<file path="src/rtl/audio_sample_arbiter_pkg.sv">
// Shared audio definitions: sample width, default tone constants and effect states.
// The default amplitude and half-period constants are also used by the volume/menu block.
package audio_pkg;

  localparam int unsigned SAMPLE_W = 24;
  localparam int unsigned CNT_W    = 16;

  localparam logic [SAMPLE_W-1:0] DEF_MUSIC_AMP = 24'h100000;
  localparam logic [SAMPLE_W-1:0] DEF_SFX_AMP   = 24'h200000;

  localparam int unsigned DEF_SCORE_HALF    = 24;
  localparam int unsigned DEF_SCORE_LEN     = 4800;
  localparam int unsigned DEF_CRASH_HALF1   = 60;
  localparam int unsigned DEF_CRASH_HALF2   = 90;
  localparam int unsigned DEF_CRASH_HALF3   = 120;
  localparam int unsigned DEF_CRASH_SEG_LEN = 7200;

  typedef enum logic [2:0] {
    SFX_IDLE,
    SFX_SCORE,
    SFX_CRASH1,
    SFX_CRASH2,
    SFX_CRASH3
  } sfx_state_t;

  // State reached when the current effect segment runs out.
  function automatic sfx_state_t sfx_after(input sfx_state_t st);
    sfx_state_t nxt;
    case (st)
      SFX_CRASH1: nxt = SFX_CRASH2;
      SFX_CRASH2: nxt = SFX_CRASH3;
      default:    nxt = SFX_IDLE;
    endcase
    return nxt;
  endfunction

endpackage

</file>
<file path="src/rtl/audio_sample_arbiter_sq_tone_gen.sv">
// Square-wave phase generator advanced by sample ticks.
// The phase flips every `half` ticks; clr restarts the tone at phase 0.
module sq_tone_gen
  import audio_pkg::*;
(
  input  logic             clk,
  input  logic             rst_n,
  input  logic             tick,
  input  logic             clr,
  input  logic [CNT_W-1:0] half,
  output logic             phase
);

  logic [CNT_W-1:0] cnt;

  always_ff @(posedge clk or negedge rst_n) begin
    if (!rst_n) begin
      cnt   <= '0;
      phase <= 1'b0;
    end else if (clr) begin
      cnt   <= '0;
      phase <= 1'b0;
    end else if (tick) begin
      if (cnt == half - CNT_W'(1)) begin
        cnt   <= '0;
        phase <= ~phase;
      end else begin
        cnt <= cnt + CNT_W'(1);
      end
    end
  end

endmodule

</file>
<file path="src/rtl/audio_sample_arbiter.sv">
// Shares the codec DAC write port between background music and sound-effect cues.
// One mixed, saturated sample is issued per write_ready/write handshake.
module audio_sample_arbiter
  import audio_pkg::*;
#(
  parameter logic [SAMPLE_W-1:0] MUSIC_AMP     = DEF_MUSIC_AMP,
  parameter logic [SAMPLE_W-1:0] SFX_AMP       = DEF_SFX_AMP,
  parameter int unsigned         SCORE_HALF    = DEF_SCORE_HALF,
  parameter int unsigned         SCORE_LEN     = DEF_SCORE_LEN,
  parameter int unsigned         CRASH_HALF1   = DEF_CRASH_HALF1,
  parameter int unsigned         CRASH_HALF2   = DEF_CRASH_HALF2,
  parameter int unsigned         CRASH_HALF3   = DEF_CRASH_HALF3,
  parameter int unsigned         CRASH_SEG_LEN = DEF_CRASH_SEG_LEN
) (
  input  logic                clk,
  input  logic                resetn,
  input  logic                music_bit,
  input  logic                music_en,
  input  logic                game_over,
  input  logic                crash_evt,
  input  logic                score_evt,
  input  logic                write_ready,
  output logic                write,
  output logic                read,
  output logic [SAMPLE_W-1:0] writedata_left,
  output logic [SAMPLE_W-1:0] writedata_right,
  output logic                sfx_busy
);

  localparam logic signed [SAMPLE_W:0] M_AMP   = $signed({1'b0, MUSIC_AMP});
  localparam logic signed [SAMPLE_W:0] S_AMP   = $signed({1'b0, SFX_AMP});
  localparam logic signed [SAMPLE_W:0] SAT_MAX = $signed({2'b00, {(SAMPLE_W-1){1'b1}}});
  localparam logic signed [SAMPLE_W:0] SAT_MIN = $signed({2'b11, {(SAMPLE_W-1){1'b0}}});

  logic [1:0]        music_sync;
  logic              crash_pend, score_pend;
  sfx_state_t        state, state_d;
  logic              enter;
  logic [CNT_W-1:0]  dur, seg_len, half;
  logic              phase;
  logic signed [SAMPLE_W:0] m_raw, m_term, s_term, sum;
  logic [SAMPLE_W-1:0] sample;

  always_ff @(posedge clk or negedge resetn) begin
    if (!resetn) begin
      music_sync <= '0;
      crash_pend <= 1'b0;
      score_pend <= 1'b0;
    end else begin
      music_sync <= {music_sync[0], music_bit};
      // Events are held for one cycle and the FSM consumes them regardless of ticks.
      crash_pend <= crash_evt;
      score_pend <= score_evt;
    end
  end

  always_comb begin
    case (state)
      SFX_SCORE:  begin half = CNT_W'(SCORE_HALF);  seg_len = CNT_W'(SCORE_LEN);     end
      SFX_CRASH1: begin half = CNT_W'(CRASH_HALF1); seg_len = CNT_W'(CRASH_SEG_LEN); end
      SFX_CRASH2: begin half = CNT_W'(CRASH_HALF2); seg_len = CNT_W'(CRASH_SEG_LEN); end
      SFX_CRASH3: begin half = CNT_W'(CRASH_HALF3); seg_len = CNT_W'(CRASH_SEG_LEN); end
      default:    begin half = CNT_W'(SCORE_HALF);  seg_len = CNT_W'(SCORE_LEN);     end
    endcase
  end

  // enter must be combinational so the tone generator clears on the same edge as the state change.
  always_comb begin
    state_d = state;
    enter   = 1'b0;
    if (crash_pend) begin
      state_d = SFX_CRASH1;
      enter   = 1'b1;
    end else if (score_pend && state == SFX_IDLE) begin
      state_d = SFX_SCORE;
      enter   = 1'b1;
    end else if (write && state != SFX_IDLE && dur == seg_len - CNT_W'(1)) begin
      state_d = sfx_after(state);
      enter   = 1'b1;
    end
  end

  always_ff @(posedge clk or negedge resetn) begin
    if (!resetn) begin
      state    <= SFX_IDLE;
      sfx_busy <= 1'b0;
      dur      <= '0;
    end else begin
      state    <= state_d;
      sfx_busy <= (state_d != SFX_IDLE);
      if (enter)
        dur <= '0;
      else if (write && state != SFX_IDLE)
        dur <= dur + CNT_W'(1);
    end
  end

  sq_tone_gen u_tone (
    .clk   (clk),
    .rst_n (resetn),
    .tick  (write),
    .clr   (enter),
    .half  (half),
    .phase (phase)
  );

  always_comb begin
    m_raw = '0;
    if (music_en && !game_over)
      m_raw = music_sync[1] ? M_AMP : -M_AMP;
    m_term = (state != SFX_IDLE) ? (m_raw >>> 2) : m_raw;
    s_term = '0;
    if (state != SFX_IDLE)
      s_term = phase ? -S_AMP : S_AMP;
    sum = m_term + s_term;
    if (sum > SAT_MAX)
      sample = SAT_MAX[SAMPLE_W-1:0];
    else if (sum < SAT_MIN)
      sample = SAT_MIN[SAMPLE_W-1:0];
    else
      sample = sum[SAMPLE_W-1:0];
  end

  always_ff @(posedge clk or negedge resetn) begin
    if (!resetn) begin
      write          <= 1'b0;
      writedata_left <= '0;
    end else begin
      write <= write_ready && !write;
      if (write_ready && !write)
        writedata_left <= sample;
    end
  end

  assign writedata_right = writedata_left;
  assign read            = 1'b0;

endmodule

</file>
<file path="config.mk">
export PLATFORM = sky130hd
export DESIGN_NAME = audio_sample_arbiter
export DESIGN_NICKNAME = d
export VERILOG_FILES = /design/src/rtl/audio_sample_arbiter_pkg.sv /design/src/rtl/audio_sample_arbiter_sq_tone_gen.sv /design/src/rtl/audio_sample_arbiter.sv
export SDC_FILE = /design/constraint.sdc
export NUM_CORES = 1
export LEC_CHECK = 0
export ABC_CLOCK_PERIOD_IN_PS = 1900
export CAP_MARGIN = 20
export CORE_ASPECT_RATIO = 2
export CORE_MARGIN = 2
export CORE_UTILIZATION = 47
export DETAILED_ROUTE_END_ITERATION = 8
export PLACE_DENSITY_LB_ADDON = 0.3
export SLEW_MARGIN = 20
export SYNTH_ARGS = -nofsm -noshare
export SYNTH_HDL_FRONTEND = slang
export SYNTH_SLANG_ARGS = --single-unit
</file>
<file path="constraint.sdc">
create_clock -name clk -period 1.9 [get_ports clk]
set_clock_uncertainty 0.1 [all_clocks]
set_input_delay 0.285 -clock clk [delete_from_list [all_inputs] [get_ports clk]]
set_output_delay 0.285 -clock clk [all_outputs]
set_load 0.01 [all_outputs]
</file>
==> metrics.md <==
| Metric | Value |
|---|---|
| Status | `finished with violations` |
| Failing checks | `setup timing` |
| Global-route wire length before repair | `11400 um` |
| HPWL after detailed placement | `4730 um` |
| DR DRC count | `0` |
| TritonCTS Buffers | `5` |
| Synth unique cells | `54` |
| Post-synth ARST share | `1.00` |
| WHS | `250 ps` |
| DIE HEIGHT | `115 um` |
| Final Max Slew Viols | `0` |
| Fin area | `3870 um2` |
| Critical Path RT | `2000 ps` |
| Buffers and inverters on the worst path | `4` |
| Fill count | `455` |
| Synth area leader | `dfrtp_1` |
| WS Path Type | `flop to flop` |
| Root buffer cell | `clkbuf_16` |
| Avg Cell Area, Syn | `9.57 um2` |
| Sequential-to-total area share from yosys stat | `0.418` |
| Grt ovf | `0` |
| Final period util | `1.11` |
| Core area | `5960 um2` |
| Final Hold Vio Count | `0` |
| Final WS setup | `-206 ps` |
| Synth-to-layout area growth | `35.0%` |
| Unrepaired setup endpoints after global routing | `yes` |
| Fmax | `475 MHz` |
| Vias in the first global route | `2469` |
| Post-synthesis mux area share | `0.0148` |
| Largest family of logic cells by synthesized area | `simple AND/OR/NAND/NOR gates` |
| Initial DRC count | `82` |
| Leak | `0.00155 uW` |
| Horiz. Die Dim | `59.3 um` |
| Instance count of the mapped netlist | `300` |
| N_diodes | `0` |
| Crit path max fanout | `6` |
| Crit path DAT | `2210 ps` |
| # rows | `40` |
| Simple-gate area share of the yosys netlist | `0.235` |
| Initial antenna violation count | `0` |
| Gr usage total | `0.221` |
| CP Cell Sequence | `and2b_2 > buf_4 > o2111a_1 > o21ai_2 > buf_6 > o21ai_4 > buf_6 > clkbuf_16 > nor3_4` |
| CTS tree | `yes` |
| Compound-Gate Fraction of Synth Area | `0.0828` |
| Initial Utilization | `0.482` |
| Slowest stage delay, CP | `400 ps` |
| Synth top area cells | `dfrtp_1, buf_4, xnor2_1` |
| IO Pins | `59` |
| Startpoint Class | `flop` |
| Vias per inst | `5.87` |
| Total number of vias | `2443` |
| Crit path time final | `2110 ps` |
| CTS max path bufs | `2` |
| Post-Route WL | `7220 um` |
| DP Area | `3420 um2` |
| Fin Setup TNS | `-4140 ps` |
| PD cells | `556 nW/um2` |
| Main synth FF type | `dfrtp_1` |
| Multi-input logic area | `1390 um2` |
| Worst-Skew Late Latency | `290 ps` |
| Setup violators final | `33` |
| # H-tree levels | `2` |
| Final Wtd Congestion | `0.813` |
| NumNets Final | `364` |
| Pin count of the biggest net entering global routing | `38` |
| Post-Route Utilization | `0.651` |
| Delay-heaviest family, CP | `buffers and inverters` |
| 1st-pass router iterations | `4` |
| FF+latch area | `1200 um2` |
| Yosys warns | `0` |
| Mapped cell area | `2870 um2` |
| Number of synthesized flops with an enable pin | `0` |
| CTS sink cnt | `48` |
| Post-route ant nets | `0` |
| Die ar. | `6790 um2` |
| Crit end category | `flop` |
| Synth Register Bits | `48` |
| DR WL/cell | `17.4 um` |
| CP most frequent cell | `buf_6` |
| Clock transition at path regs | `70 ps` |
| Port Buffer Count | `57` |
| Maxcap violations | `0` |
| Hold Crit Class | `flop to flop` |
| Max VDD drop | `0.504 mV` |
| Synth top area share | `0.418` |
| Post-Syn Nets | `312` |
| Layout cells sized above 1 | `0.252` |
| Adder-cell share of the synthesized area | `0.0174` |
| Xor/xnor share of the synthesized area | `0.0854` |
| CP max-delay cell | `dfrtp_1` |
[cells by family (layout without fill, tap and decap cells)]
family	after synthesis	in the layout
AOI/OAI and AO/OA	35	35
xor gates and xnor gates	28	28
adders and majority gates	4	4
buffers and inverters	61	114
DFF	48	48
muxes	4	4
other	1	1
and+or+nand+nor	119	119
[registers in the layout, summed over array words and instances (netlist names)]
signal	cells
state	3
music_sync	2
u_tone.phase	1
u_tone.cnt	16
dur	16
sfx_busy	1
writedata_left	6
crash_pend	1
write	1
score_pend	1
[report_power, final]
group	switching, uW	internal [uW]
Combinational	96.6	104
Clock	395	490
Sequential	25.1	1040
Total	517	1640
[cells in the mapped netlist, types with 2 or more instances]
master / count
a211oi_2: 2
or2_2: 2
a21oi_1: 11
clkbuf_1: 3
mux2_2: 2
nand2b_1: 6
inv_1: 5
mux2i_1: 2
xnor2_1: 15
or3_1: 5
buf_2: 6
ha_1: 4
and4_1: 2
nor4_1: 6
nor2_1: 22
nand4_1: 8
nand3_1: 6
o21ai_0: 6
nand2_1: 22
nor3_1: 20
nor3_2: 4
dfrtp_1: 48
xor2_1: 13
o31a_1: 2
nand4b_1: 2
buf_4: 46
and3_1: 3
[placed cells by master, fill, tap and decap left out, types with 3 or more instances in the layout]
cell type and count:
or3_1 5, ha_1 3, buf_4 32, buf_12 4, inv_1 5, nand2_1 20
a21oi_1 9, o21ai_0 6, nand3_1 5, nor2_1 21, nor3_2 10, clkdlybuf4s50_1 56
dfrtp_1 47, nor4_1 6, xor2_1 13, clkbuf_16 7, buf_6 3, xnor2_1 14
and3_1 3, nand2b_1 6, nor3_1 13, nand4_1 8
[worst register-to-register path: stages (launching register included)]
cell and delay (ps):
dfrtp_1 400, and2b_2 230, buf_4 160, o2111a_1 260, o21ai_2 180, buf_6 140, o21ai_4 60, buf_6 140
clkbuf_16 160, nor3_4 200
[area by class of cell]
cell class                      instances  share of cell area
Multi-Input combinational cell        191               0.359
Sequential cell                        48               0.310
Timing Repair Buffer                  101               0.267
Clock buffer                            5              0.0323
Tap cell                               63              0.0203
Clock inverter                          3             0.00613
Inverter                                5             0.00484
[through the flow]
stage / cells / power, uW / setup slack, ps
after floorplan: 300 / 1160 / -120
after global placement: 397 / 1250 / -171
after detailed placement: 397 / 1250 / -202
after CTS: 414 / 2160 / -211
after global routing: 416 / 2230 / -334
final: 416 / 2150 / -206
[path summary, 6_finish.rpt]
check,depth (start not counted),slack [ps],startpoint,endpoint
setup / recovery,9,-210,state[1]$_DFF_PN0_,u_tone.cnt[11]$_DFFE_PN0P_
hold / removal,0,250,music_sync[0]$_DFF_PN0_,music_sync[1]$_DFF_PN0_
setup reg to reg,9,-210,state[1]$_DFF_PN0_,u_tone.cnt[11]$_DFFE_PN0P_
hold reg to reg,0,250,music_sync[0]$_DFF_PN0_,music_sync[1]$_DFF_PN0_
max in group asynchronous,3,810,resetn,u_tone.cnt[2]$_DFFE_PN0P_
min in group asynchronous,2,380,resetn,dur[5]$_DFFE_PN0P_
[metal layers]
metal,GRT usage,share of wire,vias to the layer above
met5,0,0,-
met4,0.121,0.053,0
met3,0.0305,0.046,35
met2,0.420,0.56,117
li1,-,-,1105
met1,0.215,0.34,1186
[repair_timing]
item	in CTS	in global routing
gates cloned	2	2
setup buffers	6	0
endpoints found under the hold margin	18	0
hold buffers	1	0
resized for setup	14	16
pin swaps	0	4
endpoints found under the setup margin	34	33
Power figures use the tool's default switching activity.
